===== src/rtl/hit_judge_pkg.sv =====
// Shared definitions for the hit judge: judge codes, FSM states, window bit positions.
package hit_judge_pkg;

    localparam int unsigned NOTE_W      = 27;
    localparam int unsigned WIN_OLD     = 26;
    localparam int unsigned WIN_PERFECT = 25;
    localparam int unsigned WIN_NEW     = 24;
    localparam int unsigned MASK_W      = WIN_OLD - WIN_NEW + 1;
    localparam int unsigned SCORE_W     = 16;
    localparam int unsigned COMBO_W     = 8;

    typedef enum logic [1:0] {
        JUDGE_NONE    = 2'b00,
        JUDGE_PERFECT = 2'b01,
        JUDGE_GOOD    = 2'b10,
        JUDGE_MISS    = 2'b11
    } judge_t;

    typedef enum logic [1:0] {
        ST_IDLE = 2'b00,
        ST_PLAY = 2'b01,
        ST_DONE = 2'b10
    } state_t;

    typedef struct packed {
        logic perfect;
        logic good;
        logic miss;
    } lane_result_t;

    // A miss outranks a hit in the reported code; the hit still scores.
    function automatic judge_t encode_judge(input lane_result_t r);
        if (r.miss)    return JUDGE_MISS;
        if (r.perfect) return JUDGE_PERFECT;
        if (r.good)    return JUDGE_GOOD;
        return JUDGE_NONE;
    endfunction

endpackage


===== src/rtl/hit_judge_lane.sv =====
// One drum lane: key edge detect, consumed-note mask and note claiming.
module lane_judge
    import hit_judge_pkg::*;
(
    input  logic              clk,
    input  logic              reset,
    input  logic              play,
    input  logic              clear,
    input  logic              shift_tick,
    input  logic [MASK_W-1:0] window,
    input  logic              key,
    output lane_result_t      result_c
);

    localparam int unsigned M_OLD  = WIN_OLD - WIN_NEW;
    localparam int unsigned M_PERF = WIN_PERFECT - WIN_NEW;
    localparam int unsigned M_NEW  = 0;

    logic              key_q;
    logic              press;
    logic [MASK_W-1:0] mask_q;
    logic [MASK_W-1:0] mask_n;
    logic [MASK_W-1:0] avail;
    logic [MASK_W-1:0] claim;
    logic [MASK_W-1:0] claimed;

    assign press = key & ~key_q;
    assign avail = window & ~mask_q;

    // Press is resolved on the pre-shift window, then the miss check and shift.
    always_comb begin
        claim    = '0;
        result_c = '0;
        if (play && press) begin
            if (avail[M_PERF]) begin
                claim[M_PERF]    = 1'b1;
                result_c.perfect = 1'b1;
            end else if (avail[M_OLD]) begin
                claim[M_OLD]  = 1'b1;
                result_c.good = 1'b1;
            end else if (avail[M_NEW]) begin
                claim[M_NEW]  = 1'b1;
                result_c.good = 1'b1;
            end
        end
        claimed       = mask_q | claim;
        result_c.miss = play && shift_tick && window[M_OLD] && !claimed[M_OLD];
        mask_n        = mask_q;
        if (clear) begin
            mask_n = '0;
        end else if (play) begin
            mask_n = shift_tick ? {claimed[MASK_W-2:0], 1'b0} : claimed;
        end
    end

    always_ff @(posedge clk or posedge reset) begin
        if (reset) begin
            key_q  <= 1'b0;
            mask_q <= '0;
        end else begin
            key_q  <= key;
            mask_q <= mask_n;
        end
    end

endmodule


===== src/rtl/hit_judge.sv =====
// Three-lane rhythm-game judge: game FSM, per-lane results, score and combo tracking.
module hit_judge
    import hit_judge_pkg::*;
#(
    parameter int unsigned PERFECT_PTS = 3,
    parameter int unsigned GOOD_PTS    = 1
) (
    input  logic               clk,
    input  logic               reset,
    input  logic               shift_tick,
    input  logic [NOTE_W-1:0]  output_red,
    input  logic [NOTE_W-1:0]  output_blue,
    input  logic [NOTE_W-1:0]  output_yellow,
    input  logic               key_red,
    input  logic               key_blue,
    input  logic               key_yellow,
    input  logic               start,
    input  logic               stop,
    output logic [SCORE_W-1:0] score,
    output logic [COMBO_W-1:0] combo,
    output logic [COMBO_W-1:0] max_combo,
    output logic [1:0]         judge_red,
    output logic [1:0]         judge_blue,
    output logic [1:0]         judge_yellow,
    output logic               playing
);

    localparam int unsigned PTS_W  = SCORE_W + 2;
    localparam int unsigned CSUM_W = COMBO_W + 1;
    localparam logic [PTS_W-1:0] SCORE_MAX = PTS_W'({SCORE_W{1'b1}});

    state_t state_q;
    state_t state_n;
    logic   play_c;
    logic   clear_c;

    lane_result_t res_red_c;
    lane_result_t res_blue_c;
    lane_result_t res_yellow_c;

    logic [1:0]         n_perfect;
    logic [1:0]         n_good;
    logic [1:0]         n_hits;
    logic               any_miss;
    logic [PTS_W-1:0]   pts;
    logic [PTS_W-1:0]   score_sum;
    logic [CSUM_W-1:0]  combo_sum;
    logic [SCORE_W-1:0] score_n;
    logic [COMBO_W-1:0] combo_n;
    logic [COMBO_W-1:0] max_n;
    logic               unused_low_bits;

    assign unused_low_bits = ^{output_red[WIN_NEW-1:0], output_blue[WIN_NEW-1:0],
                               output_yellow[WIN_NEW-1:0]};

    always_ff @(posedge clk or posedge reset) begin
        if (reset) begin
            state_q <= ST_IDLE;
        end else begin
            state_q <= state_n;
        end
    end

    // Start re-arms from IDLE or DONE and clears the game; ignored while playing.
    always_comb begin
        state_n = state_q;
        clear_c = 1'b0;
        case (state_q)
            ST_IDLE, ST_DONE: begin
                if (start) begin
                    state_n = ST_PLAY;
                    clear_c = 1'b1;
                end
            end
            ST_PLAY: begin
                if (stop) begin
                    state_n = ST_DONE;
                end
            end
            default: state_n = ST_IDLE;
        endcase
    end

    assign play_c = (state_q == ST_PLAY);

    lane_judge u_lane_red (
        .clk        (clk),
        .reset      (reset),
        .play       (play_c),
        .clear      (clear_c),
        .shift_tick (shift_tick),
        .window     (output_red[WIN_OLD:WIN_NEW]),
        .key        (key_red),
        .result_c   (res_red_c)
    );

    lane_judge u_lane_blue (
        .clk        (clk),
        .reset      (reset),
        .play       (play_c),
        .clear      (clear_c),
        .shift_tick (shift_tick),
        .window     (output_blue[WIN_OLD:WIN_NEW]),
        .key        (key_blue),
        .result_c   (res_blue_c)
    );

    lane_judge u_lane_yellow (
        .clk        (clk),
        .reset      (reset),
        .play       (play_c),
        .clear      (clear_c),
        .shift_tick (shift_tick),
        .window     (output_yellow[WIN_OLD:WIN_NEW]),
        .key        (key_yellow),
        .result_c   (res_yellow_c)
    );

    // Per-cycle point sum and combo arithmetic, both saturating.
    always_comb begin
        n_perfect = 2'(res_red_c.perfect) + 2'(res_blue_c.perfect) + 2'(res_yellow_c.perfect);
        n_good    = 2'(res_red_c.good) + 2'(res_blue_c.good) + 2'(res_yellow_c.good);
        n_hits    = n_perfect + n_good;
        any_miss  = res_red_c.miss | res_blue_c.miss | res_yellow_c.miss;
        pts       = PTS_W'(n_perfect) * PTS_W'(PERFECT_PTS) + PTS_W'(n_good) * PTS_W'(GOOD_PTS);
        score_sum = PTS_W'(score) + pts;
        score_n   = (score_sum > SCORE_MAX) ? '1 : score_sum[SCORE_W-1:0];
        combo_sum = (any_miss ? '0 : CSUM_W'(combo)) + CSUM_W'(n_hits);
        combo_n   = combo_sum[COMBO_W] ? '1 : combo_sum[COMBO_W-1:0];
        max_n     = (combo_n > max_combo) ? combo_n : max_combo;
    end

    always_ff @(posedge clk or posedge reset) begin
        if (reset) begin
            score        <= '0;
            combo        <= '0;
            max_combo    <= '0;
            judge_red    <= JUDGE_NONE;
            judge_blue   <= JUDGE_NONE;
            judge_yellow <= JUDGE_NONE;
            playing      <= 1'b0;
        end else begin
            playing      <= (state_n == ST_PLAY);
            judge_red    <= play_c ? encode_judge(res_red_c) : JUDGE_NONE;
            judge_blue   <= play_c ? encode_judge(res_blue_c) : JUDGE_NONE;
            judge_yellow <= play_c ? encode_judge(res_yellow_c) : JUDGE_NONE;
            if (clear_c) begin
                score     <= '0;
                combo     <= '0;
                max_combo <= '0;
            end else if (play_c) begin
                score     <= score_n;
                combo     <= combo_n;
                max_combo <= max_n;
            end
        end
    end

endmodule


===== config.mk =====
export PLATFORM = sky130hd
export DESIGN_NAME = hit_judge
export DESIGN_NICKNAME = d
export VERILOG_FILES = /design/src/rtl/hit_judge_pkg.sv /design/src/rtl/hit_judge_lane.sv /design/src/rtl/hit_judge.sv
export SDC_FILE = /design/constraint.sdc
export NUM_CORES = 1
export LEC_CHECK = 0
export BUFFER_PORTS_ARGS = -buffer_cell sky130_fd_sc_hd__buf_2
export CORE_ASPECT_RATIO = 1.1
export CORE_MARGIN = 5
export CORE_UTILIZATION = 44
export DETAILED_ROUTE_END_ITERATION = 6
export PLACE_DENSITY_LB_ADDON = 0.2
export SYNTH_ARGS = -nofsm -noshare
export SYNTH_HDL_FRONTEND = slang
export SYNTH_SLANG_ARGS = --single-unit

===== constraint.sdc =====
create_clock -name clk -period 4.6 [get_ports clk]
set_clock_uncertainty 0.05 [all_clocks]
set_input_delay 0.46 -clock clk [delete_from_list [all_inputs] [get_ports clk]]
set_output_delay 0.46 -clock clk [all_outputs]
set_load 0.02 [all_outputs]

; Yosys cells after proc, flatten, opt, wreduce, memory -nomap -nowiden
; Cells that the tools add are included.
; W data, S select, Z words.
[classes]
n_lt_le_gt_ge = 2
n_addsub = 8
n_mux = 93
bitwise_logic = 17
eq_ne = 3
reduce_logical = 18
multipliers = 1
[ops]
columns = op, count
row1 = $mux W8, 7
row2 = $mux W2, 26
row3 = $mux W16, 3
row4 = $mux W1, 44
row5 = $mux W3, 12
row6 = $add A16 B5 Y17, 1
row7 = $gt A17 B16 Y1 const B, 1
row8 = $logic_and A1 B1 Y1, 10
row9 = $add A8 B2 Y9, 1
row10 = $and A3 B3 Y3, 3
row11 = $not A3 Y3, 3
row12 = $or A3 B3 Y3, 3
row13 = $gt A8 B8 Y1, 1
row14 = $add A4 B2 Y5, 1
row15 = $add A1 B1 Y2, 2
row16 = $add A2 B1 Y2, 2
row17 = $eq A2 B1 Y1 const B, 2
row18 = $mul A2 B2 Y4 const B, 1
row19 = $pmux W2 S2, 1
row20 = $reduce_bool A2 Y1, 2
row21 = $and A1 B1 Y1, 3
row22 = $logic_not A1 Y1, 3
row23 = $not A1 Y1, 3
row24 = $add A2 B2 Y2, 1
row25 = other kinds (5), 6
[word_totals]
in_bits = 89
register_bits = 53
output_inout_bits = 39
wordCells = 156

; Depth between registers and ports, before layout
; Gate-level depths: netlist of run 1.
[depth]
word_depth = 18
ltp_mapped = 20
mapped_depth_nobuf = 20

; Cells and area by module
; From an unflattened synthesis of run 1, not the netlist that was laid out.
[hier_totals]
cells_unflattened = 342
hier_area_um2 = 3390.8
[by_module_without_submodules]
columns = module, cells_per_inst, n_inst, seq_area_each_um2, area_per_inst_um2
row1 = hit_judge, 267, 1, 1026.0, 2621.3
row2 = lane_judge, 25, 3, 100.1, 256.5

; Least setup slack after synthesis of run 1
; Ideal clock, no wire load.
[synth_path]
path_kind = reg-to-reg
from = register state_q[1]
to = register max_combo[4]
setup_ns = 0.125
n_path_buf = 0
arrival_time_ns = 4.563
setup_slack_ns = -0.138
required_ns = 4.425
period_less_slack_ns = 4.738
stages_incl_launch_ff = 20
path_cell_list = dfrtp_1 nand2b_1 nor3_1 o21ai_0 fa_1 inv_1 ha_1 xnor2_1 xnor2_1 fa_1 nand3_1 nor3_1 a21oi_1 inv_1 ha_1 nor2b_1 o211ai_1 a21oi_1 o21ai_2 mux2_2
[synth_via]
elab_chain_cells = 14
word_cells_on_any_way = 44
cone_classes = 6 x add/sub / 1 x order compare / 2 x eq/ne / 12 x mux / 5 x bitwise / 18 x reduce/logical
[synth_lines]
columns = element, line_no
row1 = "start, declared", hit_judge.sv:32  ; state_t state_q;
row2 = "start signal, assigned", hit_judge.sv:60  ; state_q <= state_n;
row3 = branches (longest 14 deep; another with $add A8 B2 Y9), --
row4 = "end signal, assigned", hit_judge.sv:154  ; max_combo <= max_n;
row5 = "end, declared", hit_judge.sv:21  ; output logic [COMBO_W-1:0] max_combo,
; Parallel ways; which one is timed is not known. The select of a mux whose other input is x is not followed.
; A chain may end at the register's enable or synchronous reset.

; Worst setup path after layout of run 1
; Ends and elaborated chain as after synthesis.

==> results.py, run 1 <==
metrics = {
    "grt": {
        "grt_pass1_vias": 2781,
        "overflow": 0,
        "grt_max_degree": 54,
        "gr-usage-all-layers_pct": 17.9,
        "antenna_found_initial": 0,
        "grt_pass1_wl_mm": 13.4,
    },
    "drt": {
        "vias": 2735,
        "drt_iter0_drc": 127,
        "drtAntennaViolNets": 0,
        "drc": 0,
        "wl_mm": 7.99,
        "via_per_inst": 5.50,
        "wire_per_inst_um": 16.1,
        "first_pass_iters": 4,
    },
    "timing": {
        "fmax_mhz": 222,
        "worst_pin_slew_ns": 1.01,
        "finalHoldViolations": 0,
        "rsz0062_at_grt": "yes",
        "report.final.slew_viol_count": 0,
        "max-slew-margin-rel_pct": 32.4,
        "fin_crit_ns": 4.50,
        "finalSetupViolCount": 0,
        "layout_setup_ws_ns": 0.0989,
        "period_share_pct": 97.9,
    },
    "place": {
        "port_buffers": 55,
        "gp_congestion": 0.844,
        "pre_cts_ws_ns": -0.126,
        "dpl.hpwl_mm": 5.76,
    },
    "clocking": {
        "cts_buffers": 5,
        "cts_sinks": 53,
        "cts-root-buf": "clkbuf_8",
        "tritoncts": "done",
        "h-tree-depth": 2,
        "path_clk_slew_ns": 0.10,
        "clockBufferDepth": 2,
        "clk_latency_ns": 0.31,
    },
    "synth": {
        "synth_mux_area_share_pct": 2.62,
        "synth_xor_area_share_pct": 1.64,
        "synth_nets": 442,
        "yosys.area_share.simple_pct": 17.9,
        "synth_seq_cells": 53,
        "synth_area_per_cell_um2": 9.77,
        "synth_top_area_share_pct": 41.5,
        "yosysSeqAreaShare_pct": 41.5,
        "synth_top_cell_by_area": "dfrtp_1",
        "yosysWarnings": 0,
        "syn-instance-count": 327,
        "ys_top_cells_by_area": "dfrtp_1 (42%), ha_1 (7.8%), a21oi_1 (4.2%), o21ai_0 (3.9%), fa_1 (3.8%)",
        "synth_area_um2": 3200,
        "ys.flop_type": "dfrtp_1",
        "yosys.area_share.adder_pct": 11.6,
        "synth_edf_count": 0,
        "synth_compound_area_share_pct": 19.9,
        "ys_async_sr_fraction_pct": 100,
        "synth.distinct_cells": 55,
        "synth_top_family_by_area": "compound AO/OA/AOI/OAI gates",
    },
    "critical_path": {
        "crit_arrival_ns": 4.65,
        "cp_slowest_cell": "fa_1",
        "critPathMaxStageDelay_ns": 0.58,
        "cp-start-kind": "flop",
        "cp-end-kind": "flop",
        "worstPathMaxFanout": 4,
        "path_cells": "buf_6, nand4bb_4, nor2_4, o21ai_4, fa_1, inv_2, ha_4, xnor2_4, xnor2_2, ha_1, a21oi_2, nand2b_4, xnor2_4, o21ai_2, inv_2, ha_4, a21oi_1, a21oi_1, o21ai_2, mux2_2",
        "cp_data_required_time_ns": 4.75,
        "crit_type": "reg -> reg",
    },
    "floorplanning": {
        "io_pins": 128,
        "start_util_pct": 45.3,
        "dieArea_um2": 9070,
        "core_area_um2": 7050,
        "num_rows": 32,
        "die_w_um": 91.3,
        "die_y_um": 99.4,
    },
    "run": {
        "cap_violations": 0,
    },
    "layout": {
        "syn_to_final_growth_pct": 27.1,
        "insertedDiodeCount": 0,
        "nets": 526,
        "drive_gt1_share_pct": 34.7,
        "final_cell_mix": "buf_2 (55), dfrtp_1 (52), buf_4 (31)",
        "nFillCells": 640,
        "fin_util_pct": 57.7,
        "final_common_cell": "buf_2",
    },
    "status": {
        "status": "finished clean",
    },
    "pwr": {
        "power_density_nw_per_um2": 348,
        "leakage_uw": 0.00206,
        "vdd_drop_max_uv": 208,
    },
    "min_path": {
        "hold_path.class": "in -> reg",
    },
}
[area by class of cell]
class / instances / area, um^2 / share of cell area (%)
repair buffers: 88 / 531 / 13.1
multi-input cells: 238 / 1920 / 47.3
well taps: 85 / 106 / 2.62
clock inverters: 2 / 10.0 / 0.246
clock buffers: 6 / 72.6 / 1.79
inverters: 25 / 93.8 / 2.31
flip-flops and latches: 53 / 1330 / 32.7
[worst max-delay path, delay by kind of cell, from the launching register on]
family / cells / cell delay (ns)
fa+ha+maj: 4 / 1.26
buf+inv: 3 / 0.24
simple gates: 3 / 0.63
mux: 1 / 0.37
compound gates: 6 / 1.04
xor+xnor: 3 / 0.42
flops: 1 / 0.39
[where the power goes]
part / internal, uW / switching (uW) / leakage, uW
sequential: 526 / 48.8 / 0.000712
combinational: 242 / 331 / 0.00130
clock: 106 / 160 / 0.0000450
total: 874 / 540 / 0.00206
[metrics by stage]
stage | area (um^2) | instances | setup TNS, ns | power (uW) | hold WS [ns]
floorplan | 3220 | 327 | 0 | 922 | 0.420
global placement | 3730 | 482 | -0.579 | 1090 | 0.443
finish | 4060 | 497 | 0 | 1410 | 0.225
detailed placement | 3730 | 482 | -1.11 | 1100 | 0.455
CTS | 3840 | 490 | 0 | 1380 | 0.216
global route | 4060 | 497 | -0.801 | 1510 | 0.214
[state kept, by name (all words and copies together) (netlist names), 2 cells and up]
name and count:
judge_blue 2, judge_yellow 2, u_lane_blue.mask_q 3, score 16
combo 8, state_q 2, u_lane_red.mask_q 3, u_lane_yellow.mask_q 3
judge_red 2, max_combo 8
[final timing paths]
kind / from / to / slack (ns) / depth (start not counted)
min in group asynchronous: reset / score[14]$_DFFE_PP0P_ / 0.27 / 3
worst min-delay path: key_yellow / u_lane_yellow.key_q$_DFF_PP0_ / 0.22 / 1
worst max-delay path: state_q[1]$_DFF_PP0_ / max_combo[4]$_DFFE_PP0P_ / 0.1 / 20
worst max register to register: state_q[1]$_DFF_PP0_ / max_combo[4]$_DFFE_PP0P_ / 0.1 / 20
max in group asynchronous: reset / state_q[0]$_DFF_PP0_ / 3.73 / 3
worst min register to register: u_lane_red.mask_q[2]$_DFFE_PP0P_ / u_lane_red.mask_q[2]$_DFFE_PP0P_ / 0.48 / 1
[cells in the mapped netlist, drive strengths merged (2+ instances only)]
| master | number |
|---|---|
| dfrtp | 53 |
| o21ai | 31 |
| a21oi | 29 |
| inv | 25 |
| ha | 20 |
| nand2 | 19 |
| nor2 | 19 |
| a31oi | 12 |
| nor2b | 11 |
| nor3 | 10 |
| and3 | 9 |
| nand2b | 8 |
| clkbuf | 6 |
| fa | 6 |
| buf | 5 |
| mux2i | 5 |
| nand3 | 5 |
| a211oi | 4 |
| a22o | 4 |
| and2 | 4 |
| a221oi | 3 |
| a311oi | 3 |
| and4b | 3 |
| mux2 | 3 |
| nand4 | 3 |
| xnor2 | 3 |
| xor2 | 3 |
| a21boi | 2 |
| a21o | 2 |
| and2b | 2 |
| and4 | 2 |
| o2111ai | 2 |
| o211ai | 2 |
[routing by layer]
layer	up-vias	part of all wire [%]	track usage, %
met5	-	0	0
met4	0	1.0	5.30
met3	8	2.7	3.03
met2	46	50	29.9
met1	1336	46	23.9
li1	1345	-	-
[kinds of logic after synthesis]
kind of cell / Yosys count
muxes: 8
xor gates and xnor gates: 6
adders and majority gates: 26
and+or+nand+nor: 100
buffers and inverters: 36
AOI/OAI and AO/OA: 98
DFF: 53
[what timing repair did]
action                                  CTS  global route
setup buffers                             0             7
endpoints found under the setup margin   13            14
pin swaps                                 2            24
hold buffers                              0             0
gates resized for setup                   7            34
(Power assumes the default switching activity.)
==> run 2, diff against run 1 <==
--- a/config.mk
+++ b/config.mk
@@ -10,7 +10,9 @@
 export CORE_MARGIN = 5
 export CORE_UTILIZATION = 44
 export DETAILED_ROUTE_END_ITERATION = 6
-export PLACE_DENSITY_LB_ADDON = 0.2
+export GPL_ROUTABILITY_DRIVEN = 0
+export PLACE_DENSITY = 0.84
+export SKIP_CTS_REPAIR_TIMING = 1
 export SYNTH_ARGS = -nofsm -noshare
 export SYNTH_HDL_FRONTEND = slang
 export SYNTH_SLANG_ARGS = --single-unit
==> results.py, run 2 (synthesis gave the netlist of run 1 again) <==
metrics = {
    "critical_path": {
        "crit_type": "reg -> reg",
        "cp_num_buf_inv": 3,
        "cp-end-kind": "flop",
        "cp-start-kind": "flop",
        "r2r_slack_ns": 0.07,
        "crit_arrival_ns": 4.68,
        "path_delay_family": "adder cells",
        "critPathMaxStageDelay_ns": 0.59,
        "worstPathMaxFanout": 7,
        "cp_slowest_cell": "fa_1",
        "path_cells": "and2b_2, and4b_2, fa_1, ha_2, ha_2, fa_2, nand3_4, nor3_4, buf_6, o21ai_2, inv_1, ha_1, o211ai_1, a21oi_1, o21ai_2, buf_6, mux2_4",
        "cp_data_required_time_ns": 4.76,
    },
    "pwr": {
        "vdd_drop_max_uv": 193,
        "power_density_nw_per_um2": 360,
        "leakage_uw": 0.00203,
    },
    "layout": {
        "syn_to_final_growth_pct": 24.8,
        "nets": 522,
        "final-seq-area_um2": 1330,
        "largest_register_ffs": 16,
        "final_cell_mix": "buf_2 (55), dfrtp_1 (53), a21oi_1 (25), buf_4 (25), inv_1 (23)",
        "nFillCells": 582,
        "largestRegisters": "score (16), combo (8), max_combo (8)",
        "insertedDiodeCount": 0,
        "final_cells": 492,
        "drive_gt1_share_pct": 32.7,
        "multi_input_area_um2": 1870,
        "final_common_cell": "buf_2",
        "final_cell_area_um2": 3990,
        "regMostFlops": "score",
    },
    "floorplanning": {
        "start_util_pct": 45.3,
        "io_pins": 128,
        "num_rows": 32,
        "die_y_um": 99.4,
        "die_w_um": 91.3,
        "core_area_um2": 7050,
        "dieArea_um2": 9070,
    },
    "place": {
        "port_buffers": 55,
        "dp_cells": 481,
        "place_area_um2": 3720,
        "dpl.hpwl_mm": 5.98,
    },
    "clocking": {
        "h-tree-depth": 2,
        "clk_latency_ns": 0.31,
        "cts_buffers": 5,
        "cts_sinks": 53,
        "clockBufferDepth": 2,
        "tritoncts": "done",
        "path_clk_slew_ns": 0.10,
        "cts-root-buf": "clkbuf_8",
    },
    "timing": {
        "worst_pin_slew_ns": 1.13,
        "finalHoldViolations": 0,
        "max-slew-margin-rel_pct": 24.6,
        "report.final.slew_viol_count": 0,
        "period_share_pct": 98.4,
        "rsz0062_at_grt": "yes",
        "fmax_mhz": 221,
        "fin_crit_ns": 4.53,
        "finalSetupViolCount": 0,
    },
    "drt": {
        "wl_mm": 8.71,
        "vias": 2885,
        "drt_iter0_drc": 179,
        "drtAntennaViolNets": 0,
        "first_pass_iters": 4,
        "via_per_inst": 5.86,
        "drc": 0,
        "wire_per_inst_um": 17.7,
    },
    "grt": {
        "overflow": 0,
        "grt_pass1_wl_mm": 13.5,
        "grt_max_degree": 54,
        "antenna_found_initial": 0,
        "gr-usage-all-layers_pct": 18.1,
        "grt_pass1_vias": 2838,
    },
    "status": {
        "status": "finished clean",
    },
    "min_path": {
        "hold_path.class": "in -> reg",
    },
    "run": {
        "cap_violations": 0,
    },
}
[run 2: changes by cell type in the layout (fill, tap and decap cells not counted), moves of 2 or more]
cell	change
xnor2_4	-2
clkinv_2	-2
nor3_2	-2
buf_6	+2
ha_4	-2
mux2_4	+3
buf_4	-6
mux2_2	-3
[run 2: power by group]
group	leakage, uW	internal [uW]	switching (uW)	total, uW
sequential	0.000713	525	51.9	577
clock	0.0000443	120	151	271
combinational	0.00128	245	343	588
[run 2: path summary, 6_finish.rpt]
check | startpoint | to | cells past startpoint
max | state_q[0]$_DFF_PP0_ | max_combo[5]$_DFFE_PP0P_ | 17
max reg2reg | state_q[0]$_DFF_PP0_ | max_combo[5]$_DFFE_PP0P_ | 17
max in group asynchronous | reset | score[2]$_DFFE_PP0P_ | 2
min | key_yellow | u_lane_yellow.key_q$_DFF_PP0_ | 1
min in group asynchronous | reset | u_lane_red.mask_q[2]$_DFFE_PP0P_ | 2
min reg2reg | u_lane_red.mask_q[2]$_DFFE_PP0P_ | u_lane_red.mask_q[2]$_DFFE_PP0P_ | 1
[run 2: layout make-up]
cell class | count | share of cell area (%)
Clock buffer | 7 | 2.16
Inverter | 25 | 2.35
Multi-Input combinational cell | 238 | 46.8
Sequential cell | 53 | 33.2
Tap cell | 85 | 2.67
Timing Repair Buffer | 84 | 12.7
[run 2: stage by stage]
| stage | setup slack, ns | TNS (ns) | total power, uW | util (%) | hold WS (ns) |
|---|---|---|---|---|---|
| 4_1_cts | -0.216 | -1.69 | 1370 | 54.1 | 0.227 |
| 3_3_place_gp | -0.0519 | -0.290 | 1070 | 52.9 | 0.430 |
| 3_5_place_dp | -0.188 | -1.55 | 1090 | 52.9 | 0.456 |
| 5_1_grt | -0.122 | -0.708 | 1530 | 56.6 | 0.225 |
| 6_report | 0.0727 | 0 | 1440 | 56.6 | 0.229 |
| 2_1_floorplan | 0.0352 | 0 | 922 | - | 0.420 |
[run 2: per-layer routing]
layer	up-vias	track usage, %	part of all wire, %	wire length (um)
met1	1430	22.2	39	3370
li1	1330	-	-	-
met2	100	31.4	54	4680
met3	25	3.56	4.9	429
met4	0	7.00	2.7	231
met5	-	0	0	0
==> run 3, diff against run 2 <==
--- a/config.mk
+++ b/config.mk
@@ -9,9 +9,11 @@
 export CORE_ASPECT_RATIO = 1.1
 export CORE_MARGIN = 5
 export CORE_UTILIZATION = 44
+export CTS_CLUSTER_SIZE = 12
 export DETAILED_ROUTE_END_ITERATION = 6
 export GPL_ROUTABILITY_DRIVEN = 0
 export PLACE_DENSITY = 0.84
+export REMOVE_ABC_BUFFERS = 1
 export SKIP_CTS_REPAIR_TIMING = 1
 export SYNTH_ARGS = -nofsm -noshare
 export SYNTH_HDL_FRONTEND = slang
==> constraint.sdc (replaced) <==
create_clock -name clk -period 4.6 [get_ports clk]
set_clock_uncertainty 0.05 [all_clocks]
set_input_delay 0.46 -clock clk [delete_from_list [all_inputs] [get_ports clk]]
set_output_delay 0.46 -clock clk [all_outputs]
set_load 0.05 [all_outputs]
==> results.py, run 3 (synthesis gave the netlist of run 1 again) <==
metrics = {
    "timing": {
        "period_share_pct": 97.4,
        "fmax_mhz": 223,
        "report.final.slew_viol_count": 0,
        "finalHoldViolations": 0,
        "hold_slack_ns": 0.234,
        "fin_crit_ns": 4.48,
        "worst_pin_slew_ns": 1.14,
        "finalSetupViolCount": 0,
        "max-slew-margin-rel_pct": 24.2,
    },
    "drt": {
        "drtAntennaViolNets": 0,
        "wl_mm": 8.06,
        "drt_iter0_drc": 148,
        "drc": 0,
        "wire_per_inst_um": 16.3,
        "first_pass_iters": 4,
        "vias": 2823,
        "via_per_inst": 5.71,
    },
    "pwr": {
        "leakage_uw": 0.00201,
        "power_uw": 1510,
        "vdd_drop_max_uv": 207,
        "power_density_nw_per_um2": 385,
    },
    "critical_path": {
        "crit_arrival_ns": 4.63,
        "cp-start-kind": "flop",
        "path_cells": "buf_4, nand4bb_4, nor3b_2, buf_4, fa_2, ha_2, xnor2_2, xnor2_2, fa_2, nand3_1, buf_4, nor3_1, or3_4, inv_1, ha_1, nand4_1, a21oi_1, o21ai_2, buf_4, mux2_2",
        "crit_path_frequent_cell": "buf_4",
        "cp_data_required_time_ns": 4.75,
        "cp_slowest_cell": "fa_2",
        "cp-end-kind": "flop",
        "critPathMaxStageDelay_ns": 0.46,
        "r2r-start": "state_q[1]$_DFF_PP0_",
        "crit_type": "reg -> reg",
        "crit_start": "state_q[1]$_DFF_PP0_",
        "worstPathMaxFanout": 4,
    },
    "layout": {
        "syn_to_final_growth_pct": 23.1,
        "final_common_cell": "buf_2",
        "nets": 523,
        "largestRegisters": "score (16), combo (8), max_combo (8)",
        "final_cells": 494,
        "regMostFlops": "score",
        "fin_util_pct": 55.8,
        "drive_gt1_share_pct": 31.3,
        "final_cell_mix": "buf_2 (55), dfrtp_1 (52), buf_4 (29)",
        "final_cell_area_um2": 3930,
        "largest_register_ffs": 16,
        "insertedDiodeCount": 0,
    },
    "grt": {
        "overflow": 0,
        "grt_pass1_wl_mm": 13.6,
        "antenna_found_initial": 0,
        "grt_max_degree": 54,
        "grt_pass1_vias": 2903,
        "gr-usage-all-layers_pct": 18.0,
    },
    "floorplanning": {
        "io_pins": 128,
        "start_util_pct": 45.3,
        "num_rows": 32,
        "dieArea_um2": 9070,
        "die_y_um": 99.4,
        "core_area_um2": 7050,
        "die_w_um": 91.3,
    },
    "place": {
        "dp_cells": 480,
        "port_buffers": 55,
        "dpl.hpwl_mm": 6.01,
        "place_area_um2": 3700,
    },
    "clocking": {
        "clk_latency_ns": 0.31,
        "h-tree-depth": 2,
        "clockBufferDepth": 2,
        "tritoncts": "done",
        "cts_buffers": 5,
        "cts_sinks": 53,
        "cts-root-buf": "clkbuf_8",
        "path_clk_slew_ns": 0.10,
    },
    "status": {
        "status": "finished clean",
    },
    "min_path": {
        "min_from": "key_yellow",
        "hold_path.class": "in -> reg",
    },
    "run": {
        "cap_violations": 0,
    },
}
-- run 3: changes by cell type in the layout (fill, tap and decap cells not counted), sizes merged --
cell and change:
buf +1, clkinv +1
-- run 3: cell type report --
type	count	area (um^2)
clock inverters	1	5.00
flip-flops and latches	53	1330
well taps	85	106
clock buffers	7	96.3
inverters	25	93.8
repair buffers	85	504
multi-input cells	238	1800
fillers	617	3110
-- run 3: layer usage --
| layer | wire length (um) | global-route usage, % | share of wire (%) | up-vias |
|---|---|---|---|---|
| li1 | - | - | - | 1335 |
| met1 | 3200 | 21.7 | 40 | 1386 |
| met2 | 4160 | 32.1 | 52 | 86 |
| met3 | 521 | 4.16 | 6.5 | 16 |
| met4 | 182 | 5.08 | 2.3 | 0 |
| met5 | 0 | 0 | 0 | - |
-- run 3: power breakdown --
part | leakage (uW) | switching [uW] | internal (uW)
clock network | 0.0000542 | 156 | 137
logic | 0.00124 | 413 | 234
registers | 0.000712 | 46.8 | 526
-- run 3: final timing paths --
kind	endpoint	slack (ns)	depth (start not counted)
max	max_combo[4]$_DFFE_PP0P_	0.12	20
min	u_lane_yellow.key_q$_DFF_PP0_	0.23	1
max reg2reg	max_combo[4]$_DFFE_PP0P_	0.12	20
min reg2reg	combo[0]$_DFFE_PP0P_	0.46	2
max in group asynchronous	state_q[0]$_DFF_PP0_	3.37	2
min in group asynchronous	u_lane_red.mask_q[2]$_DFFE_PP0P_	0.38	2
-- run 3: through the flow --
stage / TNS [ns] / setup slack [ns]
finish: 0 / 0.120
global route: -0.187 / -0.0613
CTS: -1.03 / -0.152
detailed placement: -1.13 / -0.171
global placement: -0.154 / -0.0440
floorplan: -1.27 / -0.287
-- run 3: critical path: cells and delay by family, from the launching register on --
kind,cells,cell delay [ns]
AO/OA/AOI/OAI,2,0.23
XOR/XNOR,2,0.32
adder cells (fa/ha/maj),4,1.32
buffers and inverters,5,0.66
flip-flops,1,0.38
multiplexers,1,0.33
AND/OR/NAND/NOR,6,1.08
